File: src/rtl/vpu_job_sequencer.sv
// rtl/vpu_job_sequencer.sv - job-level controller for one vpu_channel (K-tile accumulate, final, drain)
// Optional VPU_JOB_SEQ_PERF_EN adds the perf_busy_cycles counter output.
module vpu_job_sequencer #(
  parameter int BATCH_SIZE = 16,
  parameter int TILE_W     = 8
) (
  input  logic              clk,
  input  logic              rst,
  input  logic              cmd_valid,
  output logic              cmd_ready,
  input  logic [TILE_W-1:0] cmd_num_tiles,
  input  logic              cmd_bias_en,
  input  logic              cmd_relu_en,
  input  logic              cmd_dequant_en,
  input  logic [31:0]       cmd_scale,
  input  logic              sa_beat,
  input  logic              out_beat,
  output logic [1:0]        mode_select,
  output logic              psum_clear,
  output logic              psum_enable,
  output logic              bias_enable,
  output logic              relu_enable,
  output logic              dequant_enable,
  output logic [31:0]       scale_fp32,
  output logic [TILE_W-1:0] tile_idx,
  output logic              busy,
  output logic              done,
`ifdef VPU_JOB_SEQ_PERF_EN
  output logic [31:0]       perf_busy_cycles,
`endif
  output logic              err_beat
);

  localparam int CW = $clog2(BATCH_SIZE) + 1;
  localparam logic [CW-1:0] BS_C = CW'(BATCH_SIZE);
  localparam logic [TILE_W-1:0] ONE_T = TILE_W'(1);

  typedef enum logic [2:0] {IDLE, CLEAR, ACCUM, FINAL, DRAIN, DONE} state_t;

  state_t            state, state_d;
  logic [CW-1:0]     beat_cnt, out_cnt, out_cnt_d;
  logic [TILE_W-1:0] ntiles;
  logic              bias_l, relu_l, deq_l;
  logic [31:0]       scale_l;
  logic              accept, sa_active, beat_last;

  assign accept    = cmd_valid && (state == IDLE);
  assign sa_active = (state == ACCUM) || (state == FINAL);
  assign beat_last = sa_beat && sa_active && (beat_cnt == BS_C - CW'(1));

  // Output beats are only counted from FINAL entry and saturate at BATCH_SIZE.
  always_comb begin
    out_cnt_d = out_cnt;
    if (((state == FINAL) || (state == DRAIN)) && out_beat && (out_cnt != BS_C))
      out_cnt_d = out_cnt + CW'(1);
  end

  always_comb begin
    state_d = state;
    case (state)
      IDLE:    if (cmd_valid) state_d = CLEAR;
      CLEAR:   state_d = (ntiles > ONE_T) ? ACCUM : FINAL;
      ACCUM:   if (beat_last && ((tile_idx + ONE_T) == (ntiles - ONE_T))) state_d = FINAL;
      FINAL:   if (beat_last) state_d = DRAIN;
      DRAIN:   if (out_cnt_d == BS_C) state_d = DONE;
      DONE:    state_d = IDLE;
      default: state_d = IDLE;
    endcase
  end

  always_ff @(posedge clk or negedge rst) begin
    if (!rst) state <= IDLE;
    else      state <= state_d;
  end

  always_ff @(posedge clk or negedge rst) begin
    if (!rst) begin
      beat_cnt <= '0;
      out_cnt  <= '0;
      tile_idx <= '0;
      ntiles   <= '0;
      bias_l   <= 1'b0;
      relu_l   <= 1'b0;
      deq_l    <= 1'b0;
      scale_l  <= '0;
      err_beat <= 1'b0;
    end else if (accept) begin
      beat_cnt <= '0;
      out_cnt  <= '0;
      tile_idx <= '0;
      ntiles   <= (cmd_num_tiles == '0) ? ONE_T : cmd_num_tiles;
      bias_l   <= cmd_bias_en;
      relu_l   <= cmd_relu_en;
      deq_l    <= cmd_dequant_en;
      scale_l  <= cmd_scale;
      err_beat <= 1'b0;
    end else begin
      out_cnt <= out_cnt_d;
      if (sa_beat && sa_active) begin
        beat_cnt <= beat_last ? '0 : beat_cnt + CW'(1);
        if (beat_last && (state == ACCUM)) tile_idx <= tile_idx + ONE_T;
      end
      if (sa_beat && !sa_active) err_beat <= 1'b1;
    end
  end

  // Moore outputs: all controls follow the registered state.
  assign cmd_ready      = (state == IDLE);
  assign busy           = (state != IDLE);
  assign done           = (state == DONE);
  assign psum_clear     = (state == CLEAR);
  assign psum_enable    = sa_active;
  assign mode_select    = (state == ACCUM) ? 2'b01 :
                          ((state == FINAL) || (state == DRAIN)) ? 2'b10 : 2'b00;
  assign bias_enable    = bias_l && ((state == FINAL) || (state == DRAIN));
  assign relu_enable    = relu_l && ((state == FINAL) || (state == DRAIN));
  assign dequant_enable = deq_l  && ((state == FINAL) || (state == DRAIN));
  assign scale_fp32     = scale_l;

`ifdef VPU_JOB_SEQ_PERF_EN
  always_ff @(posedge clk or negedge rst) begin
    if (!rst)                                   perf_busy_cycles <= '0;
    else if (busy && (perf_busy_cycles != '1)) perf_busy_cycles <= perf_busy_cycles + 32'd1;
  end
`endif

endmodule

File: config.mk
export PLATFORM = sky130hd
export DESIGN_NAME = vpu_job_sequencer
export DESIGN_NICKNAME = d
export VERILOG_FILES = /design/src/rtl/vpu_job_sequencer.sv
export SDC_FILE = /design/constraint.sdc
export NUM_CORES = 1
export LEC_CHECK = 0
export BUFFER_PORTS_ARGS = -buffer_cell sky130_fd_sc_hd__buf_2
export CORE_ASPECT_RATIO = 1.1
export CORE_MARGIN = 2
export CORE_UTILIZATION = 51
export DETAILED_ROUTE_END_ITERATION = 8
export GPL_TIMING_DRIVEN = 0
export PLACE_DENSITY = 0.79
export SETUP_SLACK_MARGIN = 0.1
export SYNTH_ARGS = -nofsm -noshare
export SYNTH_HDL_FRONTEND = slang
export SYNTH_SLANG_ARGS = --single-unit
export TNS_END_PERCENT = 5
File: constraint.sdc
create_clock -name clk -period 2.79 [get_ports clk]
set_clock_uncertainty 0.15 [all_clocks]
set_input_delay 0.558 -clock clk [delete_from_list [all_inputs] [get_ports clk]]
set_output_delay 0.558 -clock clk [all_outputs]
set_load 0.03 [all_outputs]
==> results of run 1 <==
## final timing paths
check	end	depth (start not counted)	slack, ns
worst min register to register	deq_l	1	0.35
max in group asynchronous	ntiles[7]	1	1.81
min in group clk	scale_fp32[12]	2	0.30
worst min-delay path	beat_cnt[2]	1	0.15
worst max-delay path	relu_enable	6	0.26
worst max register to register	scale_fp32[28]	6	0.31
## critical path, cell delays in order, from the launching register on
cell and delay, ns:
dfrtp_1 0.38, buf_6 0.13, or3b_1 0.38, buf_6 0.14, nand2_1 0.11, and2_1 0.14, buf_2 0.19
## power by group
part / internal, W / switching, W
combinational: 0.000708 / 0.00107
sequential: 0.00133 / 0.000290
clock: 0.000613 / 0.000357
total: 0.00265 / 0.00172
## state kept, by name, indices dropped and copies added, names as in the netlist
register    flops
err_beat        1
bias_l          1
relu_l          1
out_cnt         5
scale_fp32     32
ntiles          8
tile_idx        8
beat_cnt        5
state           3
deq_l           1
## cells in the final DEF, fill, tap and decap left out, drive strengths merged, types with 2 or more instances in the layout
cell type,count
nor3b,3
o211ai,2
xnor2,18
nor4,2
nand2b,5
inv,8
clkinv,2
xor2,6
and3,3
a31oi,2
buf,105
nor2,19
nor3,7
dfrtp,65
clkbuf,16
a21oi,8
o21bai,2
mux2,41
ha,6
nand3,7
o31ai,4
o21ai,15
or3,2
nand4,3
bufinv,3
and2,5
nand2,16
nor2b,3
a211oi,3
## per-stage QoR
step	instances	instance area [sq um]	util (%)	hold WS (ns)	power, W
final	470	3990	65.5	0.148	0.00437
after global routing	470	3990	65.5	0.222	0.00464
after CTS	470	3990	65.5	0.184	0.00441
after detailed placement	455	3740	61.6	0.338	0.00342
after global placement	455	3740	61.5	0.326	0.00334
after floorplan	277	3150	-	0.112	0.00289
## kinds of logic (layout without fill, tap and decap cells)
group / after synthesis / after routing
and+or+nand+nor: 81 / 81
xor gates and xnor gates: 24 / 24
DFF: 65 / 65
AOI/OAI and AO/OA: 38 / 38
buffers and inverters: 21 / 134
muxes: 42 / 42
adders and majority gates: 6 / 6
## per-layer routing
| metal | part of all wire [%] | global-route usage [%] |
|---|---|---|
| met1 | 44 | 27.7 |
| met2 | 46 | 34.3 |
| met3 | 8.1 | 6.46 |
| met4 | 1.8 | 8.46 |
| met5 | 0 | 0 |
## synthesized netlist by cell type (3+ instances only)
library cell | instances | area (sq um)
dfrtp_1 | 65 | 1630
mux2_2 | 41 | 462
nor2_1 | 19 | 71.3
xnor2_1 | 18 | 158
nand2_1 | 16 | 60.1
o21ai_0 | 14 | 70.1
a21oi_1 | 8 | 40.0
inv_1 | 8 | 30.0
nand3_1 | 7 | 35.0
clkbuf_1 | 6 | 22.5
ha_1 | 6 | 75.1
nor3_1 | 6 | 30.0
xor2_1 | 6 | 52.6
and2_1 | 5 | 31.3
buf_2 | 5 | 25.0
nand2b_1 | 5 | 31.3
o31ai_1 | 4 | 30.0
and3_1 | 3 | 18.8
nand4_1 | 3 | 18.8
nor2b_1 | 3 | 18.8
nor3b_1 | 3 | 22.5
## cell type report
| type | count | area (sq um) | area share, % |
|---|---|---|---|
| flip-flops and latches | 65 | 1630 | 40.8 |
| multi-input cells | 191 | 1420 | 35.7 |
| repair buffers | 98 | 493 | 12.4 |
| clock buffers | 10 | 138 | 3.45 |
| clock inverters | 5 | 104 | 2.61 |
| well taps | 80 | 100 | 2.51 |
| plain buffers | 13 | 70.1 | 1.76 |
| inverters | 8 | 30.0 | 0.754 |
==> metrics.log, run 1 <==
[metrics] Top-Level Pins: 99
[metrics] largest family of logic cells by synthesized area: multiplexers
[metrics] routability-driven placement congestion ratio: 0.812
[metrics] number of max-slew violations in the final report: 0
[metrics] Final period util: 90.6%
[metrics] number of setup buffers added after CTS: 0
[metrics] pin count of the biggest net entering global routing: 66
[metrics] number of library cell types mapped by synthesis: 41
[metrics] clock insertion delay at the later pin of the skew report: 0.34 ns
[metrics] remaining routing DRC violations: 0
[metrics] wire length of the first global-routing pass: 11,400 microns
[metrics] total of max-cap violations: 0
[metrics] critical path endpoint category: output port
[metrics] count of state elements after synthesis: 65
[metrics] TritonCTS clock tree: built
[metrics] kind of start point of the critical path: flop
[metrics] area fraction in compound gates after synthesis: 7.78%
[metrics] number of search-and-repair iterations in the first detailed-routing pass: 5
[metrics] GRT overflow: 0
[metrics] # fillers: 490
[metrics] standard-cell rows: 30
[metrics] worst vdd rail ir drop: 0.760 mV
[metrics] final-report hold violation count: 0
[metrics] Hold Path Class: input port to asynchronous set/reset pin
[metrics] status: complete, no violations
[metrics] HPWL Detailed: 4990 microns
[metrics] core outline area: 0.00608 sq mm
[metrics] final setup margin: 0.263 ns
[metrics] CTS root buffer: clkbuf_8
[metrics] most used flip-flop cell after synthesis: dfrtp_1
[metrics] Die X: 78.9 microns
[metrics] Synth Area in Simple Gates: 13.4%
[metrics] summed negative setup slack over all endpoints: 0 ns
[metrics] kind of critical path: flop to output port
[metrics] final setup violation count: 0
[metrics] Fmax achieved: 396 MHz
[metrics] setup repair after global routing missed its margin: false
[metrics] number of nets with antenna violations after routing: 0
[metrics] time the final worst path needs with I/O delays and setup: 2.53 ns
[metrics] CTS sink count: 65
[metrics] buffer depth of the longest clock path: 2
[metrics] die area: 0.00682 sq mm
[metrics] effective utilization at floorplan: 51.8%
[metrics] xor-xnor portion of the synthesized cell area: 6.67%
[metrics] final WL: 6700 microns
[metrics] number of enable flip-flop cells after synthesis: 0
[metrics] part of the Yosys area used for sequential elements: 51.6%
[metrics] layout overhead on the synthesized area: 26.5%
[metrics] Via-to-Cell Ratio: 5.21
[metrics] fin nets: 440
[metrics] post-DR wirelength/cell: 14.3 microns
[metrics] number of levels in the clock H-tree: 3
[metrics] worst-path fanout max: 9
[metrics] All-Layer GR Usage: 21.5%
[metrics] startpoint of the worst-slack reg-to-reg timing path: state[1]
[metrics] fraction of layout instances using a drive strength above 1: 42.3%
[metrics] number of buffers added to fix hold violations after cts: 0
[metrics] post_cts resized: 0
[metrics] YS warnings: 0
[metrics] Async SR Flop Fraction: 100%
[metrics] clock buffers created by TritonCTS: 9
[metrics] power density over the cells: 1100 mW/mm^2
[metrics] launch point of the worst path: state[1]
[metrics] vias in the first global route: 2,478
[metrics] cell area after technology mapping: 0.00315 sq mm
[metrics] initial antenna violation count: 0
[metrics] arrival time of the worst setup path: 1.82 ns
[metrics] die height: 86.4 microns
[metrics] worst rel slew slack: 46.9%
[metrics] leakage power total: 1.87 nW
[metrics] adder and majority gate portion of the synthesized area: 2.38%
[metrics] synthesized area per cell: 11.4 sq um
[metrics] number of antenna repair diodes: 0
[metrics] Worst-path clk slew: 0.07 ns
[metrics] number of standard cells after synthesis: 277
[metrics] Starting DRT DRC Count: 138
[metrics] multiplexer share of the synthesized area: 15.0%
[metrics] pre-CTS setup slack: 0.296 ns
[metrics] number of port buffers: 98
[metrics] Post-Syn Nets: 331
[metrics] pin slew with the least headroom to its limit: 0.796 ns
[metrics] via count: 2,451
[metrics] required time reported for the critical path endpoint: 2.08 ns
No activity file was read; power rests on OpenSTA's default activity.
==> run 2, diff against run 1 <==
--- a/config.mk
+++ b/config.mk
@@ -5,10 +5,11 @@
 export SDC_FILE = /design/constraint.sdc
 export NUM_CORES = 1
 export LEC_CHECK = 0
+export ABC_AREA = 1
 export BUFFER_PORTS_ARGS = -buffer_cell sky130_fd_sc_hd__buf_2
 export CORE_ASPECT_RATIO = 1.1
 export CORE_MARGIN = 2
-export CORE_UTILIZATION = 51
+export CORE_UTILIZATION = 52
 export DETAILED_ROUTE_END_ITERATION = 8
 export GPL_TIMING_DRIVEN = 0
 export PLACE_DENSITY = 0.79
==> metrics.log, run 2 <==
[metrics] status: complete, no violations
[metrics] most used flip-flop cell after synthesis: dfrtp_1
[metrics] Async SR Flop Fraction: 100% (unchanged)
[metrics] part of the Yosys area used for sequential elements: 47.6% (-4.1 points)
[metrics] synthesized area per cell: 7.70 sq um (-32%)
[metrics] final WL: 8080 microns (+21%)
[metrics] TritonCTS clock tree: built
[metrics] number of library cell types mapped by synthesis: 34 (-17%)
[metrics] most frequent cells after synthesis: nand2_1, dfrtp_1, inv_1, nand3_1, nor2_1
[metrics] Reg area: 0.00163 sq mm (unchanged)
[metrics] commonest cells after routing, fill and taps aside: nand2_1, buf_2, dfrtp_1
[metrics] post-DR wirelength/cell: 12.6 microns (-11%)
[metrics] CTS sink count: 65 (unchanged)
[metrics] pre-CTS setup slack: 0.691 ns (+0.394 ns)
[metrics] post-detailed-placement cell area: 0.00402 sq mm (+7.3%)
[metrics] initial antenna violation count: 0 (unchanged)
[metrics] pin count of the biggest net entering global routing: 66 (unchanged)
[metrics] final design area excluding fillers: 0.00424 sq mm (+6.5%)
[metrics] Top-Level Pins: 99 (unchanged)
[metrics] number of buffers added to fix hold violations after cts: 0 (unchanged)
[metrics] worst vdd rail ir drop: 0.688 mV (-9.4%)
[metrics] number of port buffers: 98 (unchanged)
[metrics] total area of multi-input combinational cells: 0.00157 sq mm (+11%)
[metrics] top-count cell post-synth: nand2_1
[metrics] fin nets: 607 (+38%)
[metrics] buffer depth of the longest clock path: 2 (unchanged)
[metrics] GRT overflow: 0 (unchanged)
[metrics] Worst-path clk slew: 0.08 ns (about the same)
[metrics] HPWL Detailed: 5950 microns (+19%)
[metrics] number of setup buffers added after CTS: 0 (unchanged)
[metrics] time the final worst path needs with I/O delays and setup: 2.44 ns (-0.0887 ns)
[metrics] leakage power total: 2.40 nW (+28%)
[metrics] wire length of the first global-routing pass: 13,200 microns (+16%)
[metrics] length in cells of the worst reg-to-reg path: 12 (+6)
[metrics] core outline area: 0.00648 sq mm (+6.5%)
[metrics] All-Layer GR Usage: 23.5% (+2.1 points)
[metrics] die area: 0.00724 sq mm (+6.1%)
[metrics] post_cts resized: 0 (unchanged)
[metrics] kind of critical path: flop to output port
[metrics] vias in the first global route: 3,092 (+25%)
[metrics] standard-cell rows: 31 (+3.3%)
[metrics] Die X: 81.3 microns (+3.0%)
[metrics] final instance count without filler cells: 640 (+36%)
[metrics] number of antenna repair diodes: 0 (unchanged)
[metrics] Synth area leaders: dfrtp_1, nand2_1, nand3_1
[metrics] # fillers: 547 (+12%)
[metrics] remaining routing DRC violations: 0 (unchanged)
[metrics] number of search-and-repair iterations in the first detailed-routing pass: 4 (-1)
[metrics] required time reported for the critical path endpoint: 2.08 ns (about the same)
[metrics] CTS root buffer: clkbuf_8
[metrics] critical path endpoint category: output port
[metrics] YS warnings: 0 (unchanged)
[metrics] effective utilization at floorplan: 52.8% (+0.98 points)
[metrics] Via-to-Cell Ratio: 5.05 (-3.1%)
[metrics] arrival time of the worst setup path: 1.73 ns (-0.09 ns)
[metrics] Post-Syn Nets: 498 (+50%)
[metrics] routability-driven placement congestion ratio: 0.823 (+1.3%)
[metrics] Fmax achieved: 410 MHz (+3.6%)
[metrics] Post-Place Cells: 624 (+37%)
[metrics] kind of start point of the critical path: flop
[metrics] number of max-slew violations in the final report: 0 (unchanged)
[metrics] clock buffers created by TritonCTS: 9 (unchanged)
[metrics] via count: 3,233 (+32%)
[metrics] die height: 89.1 microns (+3.0%)
[metrics] Hold Path Class: input port to asynchronous set/reset pin
[metrics] power density over the cells: 1140 mW/mm^2 (+4.0%)
[metrics] hold_ws: 0.148 ns (+0.000180 ns)
[metrics] most common cell after layout, fill and taps aside: nand2_1
[metrics] number of standard cells after synthesis: 444 (+60%)
[metrics] worst rel slew slack: 44.9% (-2.0 points)
[metrics] worst-path fanout max: 8 (-1)
[metrics] number of flip-flops under the largest register name: 32 (unchanged)
[metrics] final setup margin: 0.352 ns (+0.0887 ns)
[metrics] setup repair after global routing missed its margin: false
[metrics] final setup violation count: 0 (unchanged)
[metrics] layout overhead on the synthesized area: 24.1%
[metrics] summed negative setup slack over all endpoints: 0 ns (unchanged)
[metrics] Starting DRT DRC Count: 168 (+22%)
[metrics] number of enable flip-flop cells after synthesis: 0 (unchanged)
[metrics] pin slew with the least headroom to its limit: 0.826 ns (+0.0299 ns)
[metrics] total of max-cap violations: 0 (unchanged)
[metrics] number of nets with antenna violations after routing: 0 (unchanged)
[metrics] fraction of layout instances using a drive strength above 1: 25.8% (-17 points)
[metrics] cell area after technology mapping: 0.00342 sq mm (+8.5%)
[metrics] most area-hungry cell type in the Yosys netlist: dfrtp_1
[metrics] Final period util: 87.4% (-3.2 points)
[metrics] area share of the largest cell type after synthesis: 47.6% (-4.1 points)
[metrics] count of state elements after synthesis: 65 (unchanged)
[metrics] clock insertion delay at the later pin of the skew report: 0.34 ns (about the same)
[metrics] final-report hold violation count: 0 (unchanged)
[metrics] number of levels in the clock H-tree: 3 (unchanged)
==> run 2: routing by layer <==
layer | track usage (%) | routed length [microns]
met5 | 0 | 0
met4 | 10.3 | 117
met3 | 4.14 | 400
met2 | 41.3 | 4030
met1 | 28.3 | 3540
==> run 2: logic make-up (layout without fill, tap and decap cells) <==
family	Yosys count	count (layout)	share of synthesized area, %
AOI/OAI and AO/OA	40	40	7.39
xor gates and xnor gates	8	8	2.05
adders and majority gates	6	6	2.20
buffers and inverters	54	168	6.40
DFF	65	65	47.6
and+or+nand+nor	271	271	34.4
==> run 2: worst paths after layout <==
check                              startpoint              to  slack, ns
worst min-delay path                      rst        state[2]       0.15
worst max register to register      ntiles[0]        state[1]       0.67
worst max-delay path                 state[2]  dequant_enable       0.35
worst min register to register  scale_fp32[3]   scale_fp32[3]       0.32
min in group clk                cmd_scale[11]  scale_fp32[11]       0.25
max in group asynchronous                 rst  scale_fp32[22]       1.79
==> run 2: worst max-delay path: stages (launching register included) <==
cell,delay [ns]
dfrtp_1,0.47
nor2_4,0.23
nand2_4,0.08
nand2_4,0.12
inv_1,0.12
nor2_1,0.14
buf_2,0.22
==> run 2: power by group <==
part,internal [W],total (W),switching (W)
clock,0.000531,0.000923,0.000393
sequential,0.00131,0.00156,0.000257
combinational,0.000711,0.00235,0.00164
total,0.00255,0.00484,0.00229
==> run 2: final cells by class <==
class / count / share of cell area [%]
inverters: 41 / 3.69
repair buffers: 98 / 11.6
clock buffers: 10 / 3.24
plain buffers: 13 / 1.47
flip-flops and latches: 65 / 38.3
clock inverters: 6 / 2.12
well taps: 82 / 2.42
multi-input cells: 325 / 37.1
==> run 2: per-stage QoR <==
stage | utilization [%] | total power (W)
2_1_floorplan | - | 0.00328
3_5_place_dp | 62.0 | 0.00394
4_1_cts | 65.5 | 0.00487
3_3_place_gp | 61.9 | 0.00387
6_report | 65.5 | 0.00484
5_1_grt | 65.5 | 0.00521
